<file path="src/rtl/neighbour_count.sv">
// neighbour_count: counts mines around a revealed cell by scanning its
// 3x3 neighbourhood through a synchronous one-bit board read port.
module neighbour_count #(
    parameter int MAX_DIM = 16,
    parameter int IDX_W   = 5
) (
    input  logic             clk,
    input  logic             rst,
    input  logic             start,
    input  logic [IDX_W-1:0] cell_x,
    input  logic [IDX_W-1:0] cell_y,
    input  logic [IDX_W-1:0] dim,
    output logic             mine_rd_en,
    output logic [IDX_W-1:0] mine_rd_x,
    output logic [IDX_W-1:0] mine_rd_y,
    input  logic             mine_rd_data,
    output logic             busy,
    output logic             done,
    output logic             err,
    output logic [3:0]       count,
    output logic             is_mine,
    output logic [IDX_W-1:0] cell_x_out,
    output logic [IDX_W-1:0] cell_y_out
);

    typedef enum logic [1:0] {IDLE, SCAN, DRAIN, REPORT} state_t;

    localparam logic [IDX_W:0] OFF_M1 = '1;
    localparam logic [IDX_W:0] OFF_Z  = '0;
    localparam logic [IDX_W:0] OFF_P1 = (IDX_W+1)'(1);
    localparam logic [IDX_W:0] DIM_MAX = (IDX_W+1)'(MAX_DIM);

    state_t           r_state;
    state_t           w_next;
    logic [3:0]       r_k;
    logic [3:0]       r_vk;
    logic             r_v;
    logic             r_err;
    logic             r_mine;
    logic [3:0]       r_count;
    logic [IDX_W-1:0] r_x;
    logic [IDX_W-1:0] r_y;
    logic [IDX_W-1:0] r_dim;
    logic [IDX_W:0]   w_dx;
    logic [IDX_W:0]   w_dy;
    logic [IDX_W:0]   w_nx;
    logic [IDX_W:0]   w_ny;
    logic             w_ok;
    logic             w_rd;

    assign w_ok = (cell_x < dim) && (cell_y < dim)
               && ({1'b0, dim} <= DIM_MAX);

    always_ff @(posedge clk) begin
        if (rst) r_state <= IDLE;
        else     r_state <= w_next;
    end

    always_comb begin
        w_next = r_state;
        case (r_state)
            IDLE:    if (start && w_ok) w_next = SCAN;
            SCAN:    if (r_k == 4'd8) w_next = DRAIN;
            DRAIN:   w_next = REPORT;
            REPORT:  w_next = IDLE;
            default: w_next = IDLE;
        endcase
    end

    always_comb begin
        w_dx = OFF_Z;
        w_dy = OFF_Z;
        case (r_k)
            4'd0:    begin w_dx = OFF_Z;  w_dy = OFF_Z;  end
            4'd1:    begin w_dx = OFF_M1; w_dy = OFF_M1; end
            4'd2:    begin w_dx = OFF_Z;  w_dy = OFF_M1; end
            4'd3:    begin w_dx = OFF_P1; w_dy = OFF_M1; end
            4'd4:    begin w_dx = OFF_M1; w_dy = OFF_Z;  end
            4'd5:    begin w_dx = OFF_P1; w_dy = OFF_Z;  end
            4'd6:    begin w_dx = OFF_M1; w_dy = OFF_P1; end
            4'd7:    begin w_dx = OFF_Z;  w_dy = OFF_P1; end
            default: begin w_dx = OFF_P1; w_dy = OFF_P1; end
        endcase
    end

    // A -1 step from 0 wraps to all-ones, so one unsigned compare covers both edges.
    assign w_nx = {1'b0, r_x} + w_dx;
    assign w_ny = {1'b0, r_y} + w_dy;
    assign w_rd = (r_state == SCAN)
               && (w_nx < {1'b0, r_dim})
               && (w_ny < {1'b0, r_dim});

    always_ff @(posedge clk) begin
        if (rst) begin
            r_k     <= '0;
            r_vk    <= '0;
            r_v     <= 1'b0;
            r_err   <= 1'b0;
            r_mine  <= 1'b0;
            r_count <= '0;
            r_x     <= '0;
            r_y     <= '0;
            r_dim   <= '0;
        end else begin
            r_err <= 1'b0;
            r_v   <= w_rd;
            r_vk  <= r_k;
            case (r_state)
                IDLE: begin
                    if (start && w_ok) begin
                        r_x     <= cell_x;
                        r_y     <= cell_y;
                        r_dim   <= dim;
                        r_k     <= '0;
                        r_count <= '0;
                        r_mine  <= 1'b0;
                    end else if (start) begin
                        r_err <= 1'b1;
                    end
                end
                SCAN:    r_k <= r_k + 4'd1;
                default: ;
            endcase
            if (r_v) begin
                if (r_vk == 4'd0)      r_mine  <= mine_rd_data;
                else if (mine_rd_data) r_count <= r_count + 4'd1;
            end
        end
    end

    assign mine_rd_en = w_rd;
    assign mine_rd_x  = w_rd ? w_nx[IDX_W-1:0] : '0;
    assign mine_rd_y  = w_rd ? w_ny[IDX_W-1:0] : '0;
    assign busy       = (r_state == SCAN) || (r_state == DRAIN);
    assign done       = (r_state == REPORT);
    assign err        = r_err;
    assign count      = r_count;
    assign is_mine    = r_mine;
    assign cell_x_out = r_x;
    assign cell_y_out = r_y;

endmodule
</file>
<file path="config.mk">
export PLATFORM = sky130hd
export DESIGN_NAME = neighbour_count
export DESIGN_NICKNAME = d
export VERILOG_FILES = /design/src/rtl/neighbour_count.sv
export SDC_FILE = /design/constraint.sdc
export NUM_CORES = 1
export LEC_CHECK = 0
export ABC_CLOCK_PERIOD_IN_PS = 3700
export CAP_MARGIN = 5
export CORE_ASPECT_RATIO = 1.75
export CORE_MARGIN = 3
export CORE_UTILIZATION = 52
export CTS_CLUSTER_DIAMETER = 30
export DETAILED_ROUTE_END_ITERATION = 6
export PLACE_DENSITY = 0.87
export RECOVER_POWER = 100
export SKIP_CTS_REPAIR_TIMING = 1
export SYNTH_ARGS = -nofsm -noshare
export SYNTH_HDL_FRONTEND = slang
export SYNTH_SLANG_ARGS = --single-unit
</file>
<file path="constraint.sdc">
create_clock -name clk -period 3.7 [get_ports clk]
set_input_delay 0.925 -clock clk [delete_from_list [all_inputs] [get_ports clk]]
set_output_delay 0.925 -clock clk [all_outputs]
set_load 0.1 [all_outputs]
</file>
Yosys cells after proc, flatten, opt, wreduce, memory -nomap -nowiden
Memory sizes are Yosys's and may differ from the RTL's. A register that Yosys moved wholly into a read port is not among the register bits.
Cells that the tools add are included.
{"block": "totals", "register_bits": 32, "mem_bits_ro": 96, "inputBits": 19, "output_inout_bits": 29, "wordCells": 60, "memories": 1}
{"memory": "(name not given)", "words": 8, "word_bits": 12, "read_ports": 1, "rd_ports_with_merged_regs": 1, "write_ports": 0, "line": "73", "source": "case (r_k)"}
{"block": "op_classes", "add_sub_neg": 4, "order_cmp": 5, "n_eq_ne": 6, "mux": 20, "bitwise": 1, "n_reduce_logical": 13}
{"operator": "4-bit two-way mux", "count": 6}
{"operator": "5-bit by 6-bit adder with 6-bit output", "count": 2}
{"operator": "6-bit by 5-bit less-than comparator with 1-bit output", "count": 2}
{"operator": "12-bit two-way mux", "count": 1}
{"operator": "5-bit less-than comparator", "count": 2}
{"operator": "5-bit two-way mux", "count": 2}
{"operator": "4-bit by 1-bit adder with 4-bit output (second input constant)", "count": 2}
{"operator": "2-bit one-hot mux with 4 select lines", "count": 1}
{"operator": "4-bit one-hot mux with 2 select lines", "count": 1}
{"operator": "3-bit two-way mux", "count": 2}
{"operator": "2-bit AND reduction", "count": 3}
{"operator": "5-bit <= comparator (second input constant)", "count": 1}
{"operator": "1-bit logical AND", "count": 5}
{"operator": "1-bit two-way mux", "count": 5}
{"operator": "2-bit == test (second input constant)", "count": 2}
{"operator": "4-bit == test (second input constant)", "count": 1}
{"operator": "4-bit logical NOT", "count": 1}
{"operator": "2-bit two-way mux", "count": 2}
{"operator": "2-bit != test (second input constant)", "count": 2}
{"operator": "3-bit OR reduction", "count": 1}
{"operator": "2-bit by 1-bit == test with 1-bit output (second input constant)", "count": 1}
{"operator": "2-bit logical NOT", "count": 1}
{"operator": "2-bit nonzero test", "count": 1}
{"operator": "1-bit logical OR", "count": 1}
{"operator": "1-bit inverter", "count": 1}

Longest topological paths before layout
{"block": "depth", "word_depth": 9, "ltp_mapped": 15, "depth_no_buf": 14}

Worst setup path after synthesis
No wires, ideal clock.
{"block": "synth_timing", "path_type": "register to output", "start": "register r_x[0] (netlist: cell_x_out[0])", "end": "output mine_rd_x[2]", "arrival_time_ns": 4.988, "required_time_ns": 2.775, "slack_ns": -2.213, "path_stages_with_launch": 9, "n_path_buf": 0, "cell_sequence": "dfxtp_1 ha_1 fa_1 ha_1 a21o_1 a21o_1 a21oi_1 o21ai_1 nor3b_1"}
{"block": "synth_via", "elab_chain_cells": 5}
{"element": "from (decl)", "line": "41", "source": "logic [IDX_W-1:0] r_x;"}
{"element": "from (signal assigned)", "line": "111", "source": "r_x <= cell_x;"}
{"element": "5-bit by 6-bit adder with 6-bit output (*)", "line": "87", "source": "assign w_nx = {1'b0, r_x} + w_dx;"}
{"element": "6-bit by 5-bit less-than comparator with 1-bit output", "line": "90", "source": "&& (w_nx < {1'b0, r_dim})"}
{"element": "1-bit logical AND", "line": "90"}
{"element": "1-bit logical AND", "line": "91", "source": "&& (w_ny < {1'b0, r_dim});"}
{"element": "5-bit two-way mux (*)", "line": "132", "source": "assign mine_rd_x = w_rd ? w_nx[IDX_W-1:0] : '0;"}
{"element": "to (decl)", "line": "14", "source": "output logic [IDX_W-1:0] mine_rd_x,"}
Mark *: on every way between the ends. The rest lies on a longest branch, timed or not.

Final worst setup path
{"block": "layout_timing", "start": "register r_k[3]", "end": "output mine_rd_x[2]"}
{"block": "layout_via", "elab_chain_cells": 6, "word_cells_on_any_way": 8, "cone_classes": "add/sub (2); order compare (2); mux (2); reduce/logical (2)"}
{"element": "from (decl)", "line": "35", "source": "logic [3:0] r_k;"}
{"element": "from (signal assigned)", "line": "121", "source": "SCAN: r_k <= r_k + 4'd1;"}
{"element": "12-bit two-way mux (*)", "line": "73"}
{"element": "5-bit by 6-bit adder with 6-bit output", "line": "87"}
{"element": "6-bit by 5-bit less-than comparator with 1-bit output", "line": "90"}
{"element": "1-bit logical AND", "line": "90"}
{"element": "1-bit logical AND", "line": "91"}
{"element": "5-bit two-way mux (*)", "line": "132"}
Marked as above.

==> metrics <==
slew margin rel. 21.8%; fmax about 240 MHz; total CTS buffers 5; DRC 0; post-layout util between 70% and 80%; routed vias 2376; fin crit share 115%; peak supply drop about 450 uV; H-tree level count 2; core area 4480 um^2; sequential fraction of the synthesis area 29.2%; die span in y just under 100 um; worst endpoint required time 2.77 ns; vias in the first global route 2377; crit-path max FO 6; crit-path cells or2_4 > ha_4 > fa_2 > a21oi_2 > nor2_1 > nor2_1 > xnor2_1 > ha_2 > nor2_2 > nand2_1 > a211oi_2 > o2111ai_2 > buf_12 > nor3b_4 > buf_12; I/O pin cnt between 40 and 50; CTS tree done; diode count 0; DP Cell Count 398; Cells after Synth 291; clk_lat worst skew 0.29 ns; leading area contributor after synthesis dfxtp_1; share of cells above drive strength 1 23.4%; post-synthesis cell area 2470 um^2; DR WL met2 3760 um; setup slack after layout -0.555 ns; Clk pwr share a little over a fifth; fin nets 413; Crit path largest cell delay about 0.36 ns; critical path class reg -> out; Setup crit start kind flop; WP data arrival 3.33 ns; met1 WL ~2300 um; HPWL after DPL 5160 um; Synth Area per Inst 8.47 um^2; Total Routed Length 6640 um; synthesis-to-layout area growth 43.4%; CTS root buf clkbuf_8; CTS Sinks 36; RSZ-0062 raised after global routing yes; Yosys top cell area share 29.2%; prevailing post-synth register cell dfxtp_1; number of synthesized flops with an enable pin 0; max-cap viol count 0; Final min period 4.25 ns; Rows 32; drt pass-1 iters 4; largest net degree at the start of global routing 25; GRT Total Usage a little under a quarter; Final setup viols 12; CP Capture Type primary output; Die Area 5640 um^2; outcome complete, but fails checks; Place WS -0.210 ns; final instance area 3540 um^2; antenna violations before repair 0; Final ANT Viol Nets 0; failing checks setup timing; CTS max path bufs 2; initial DRC count 48; dpl cell area ~3400 um^2; Seq pwr share 31.7%; Synthesis Warnings 0; Final Skew 0.00409 ns; overflow left after global routing 0; non-filler cells, final 410; Top Metal Used met4; met3 WL 273 um; IO buf count 47; Yosys reg bits 36; power per cell area 380 nW/um^2; slowest CP cell fa_2; logic gate share of total power 46.9%; Max Slew Vio Count 0; Hold Crit Class reg -> reg; top cells by area, synth dfxtp_1, ha_1, nor2_1; width of the die ~58 um; net switching power figure 578 uW; RePlAce Congestion 0.872; starting density of the core 55.0%; Power Internal between 700 and 800 uW; syn_nets 346; Worst-Margin Slew 1.18 ns; wire per inst around 16 um; final hold vios 0; first-pass GRT wire length around 10000 um; FFs w/ async S/R, synth 0%; Distinct cells, synth 47; Via density 5.80; Worst-path clk slew 0.08 ns; Hold WS 0.471 ns; switch share a little over two fifths; leakage power 0.00169 uW
## routing by layer
metal	global-route usage, %	up-vias
met4	13.2	0
met5	0	-
met2	43.1	94
met3	3.06	28
met1	24.5	1117
li1	-	1137
## cells in the final DEF, fill, tap and decap left out, types with 3 or more instances in the layout
| master | synthesis | layout |
|---|---|---|
| xnor2_1 | 6 | 5 |
| a21oi_1 | 18 | 14 |
| clkbuf_1 | 7 | 5 |
| buf_4 | 0 | 19 |
| nand2b_1 | 4 | 3 |
| a21o_1 | 7 | 7 |
| nor2_1 | 39 | 34 |
| dfxtp_4 | 0 | 3 |
| o211ai_1 | 3 | 3 |
| nand2_1 | 10 | 10 |
| nor3_4 | 0 | 6 |
| and2_1 | 8 | 8 |
| dfxtp_1 | 36 | 27 |
| inv_1 | 31 | 29 |
| ha_1 | 34 | 31 |
| dfxtp_2 | 0 | 6 |
| dlygate4sd3_1 | 0 | 16 |
| nand3_1 | 8 | 8 |
| clkbuf_8 | 0 | 5 |
| nor3b_1 | 4 | 3 |
| mux2i_1 | 14 | 14 |
| nor3_1 | 10 | 4 |
| a21oi_2 | 0 | 4 |
| buf_12 | 0 | 12 |
| nor2_4 | 0 | 4 |
| a221oi_1 | 2 | 3 |
| inv_2 | 1 | 3 |
| clkdlybuf4s50_1 | 0 | 16 |
| a31oi_1 | 3 | 3 |
| nor2b_1 | 8 | 8 |
## cells by family after synthesis
logic type | synth area share [%]
AOI/OAI and AO/OA | 16.5
xor gates and xnor gates | 2.84
adders and majority gates | 18.9
buffers and inverters | 6.60
DFF | 29.2
muxes | 6.14
and+or+nand+nor | 19.8
## power by group through the flow
stage	logic (uW)	clock network [uW]	registers [uW]
finish	631	288	427
global placement	592	0	435
floorplan	399	0	485
CTS	616	295	426
detailed placement	611	0	435
global route	674	310	430
## path summary, 6_finish.rpt
| path | from | to | slack [ns] | cells after the start |
|---|---|---|---|---|
| setup / recovery | r_k[3] | mine_rd_x[2] | -0.55 | 15 |
| hold / removal | is_mine | is_mine | 0.47 | 2 |
| hold reg to reg | is_mine | is_mine | 0.47 | 2 |
| setup reg to reg | r_k[3] | r_v | 0.85 | 14 |
## worst max-delay path: cells and delay by family (launching register included)
family	cells	cell delay (ns)
xor+xnor	1	0.13
fa+ha+maj	3	0.72
simple gates	6	0.82
compound gates	3	0.60
flops	1	0.34
buf+inv	2	0.42
## synth_stat cells (all sizes together) (3+ instances only)
cell	instances
a211oi	3
a21o	7
a21oi	18
a221oi	3
a31oi	3
and2	8
clkbuf	7
dfxtp	36
ha	34
inv	32
mux2i	14
nand2	10
nand2b	4
nand3	8
nor2	39
nor2b	8
nor3	10
nor3b	4
o211ai	3
o21ai	4
or2	3
xnor2	6
## cell type report
| class | instances | area [um^2] |
|---|---|---|
| well taps | 51 | 63.8 |
| flip-flops and latches | 36 | 739 |
| repair buffers | 69 | 747 |
| clock inverters | 3 | 22.5 |
| clock buffers | 5 | 68.8 |
| inverters | 32 | 120 |
| multi-input cells | 214 | 1780 |
| fillers | 285 | 947 |
## through the flow
stage          total power [uW]  setup TNS [ns]
6_report                   1350           -5.61
4_1_cts                    1340           -4.99
5_1_grt                    1410           -7.88
2_1_floorplan               884           -4.14
3_5_place_dp               1050           -1.39
3_3_place_gp               1030          -0.190
(Power assumes the default switching activity.)
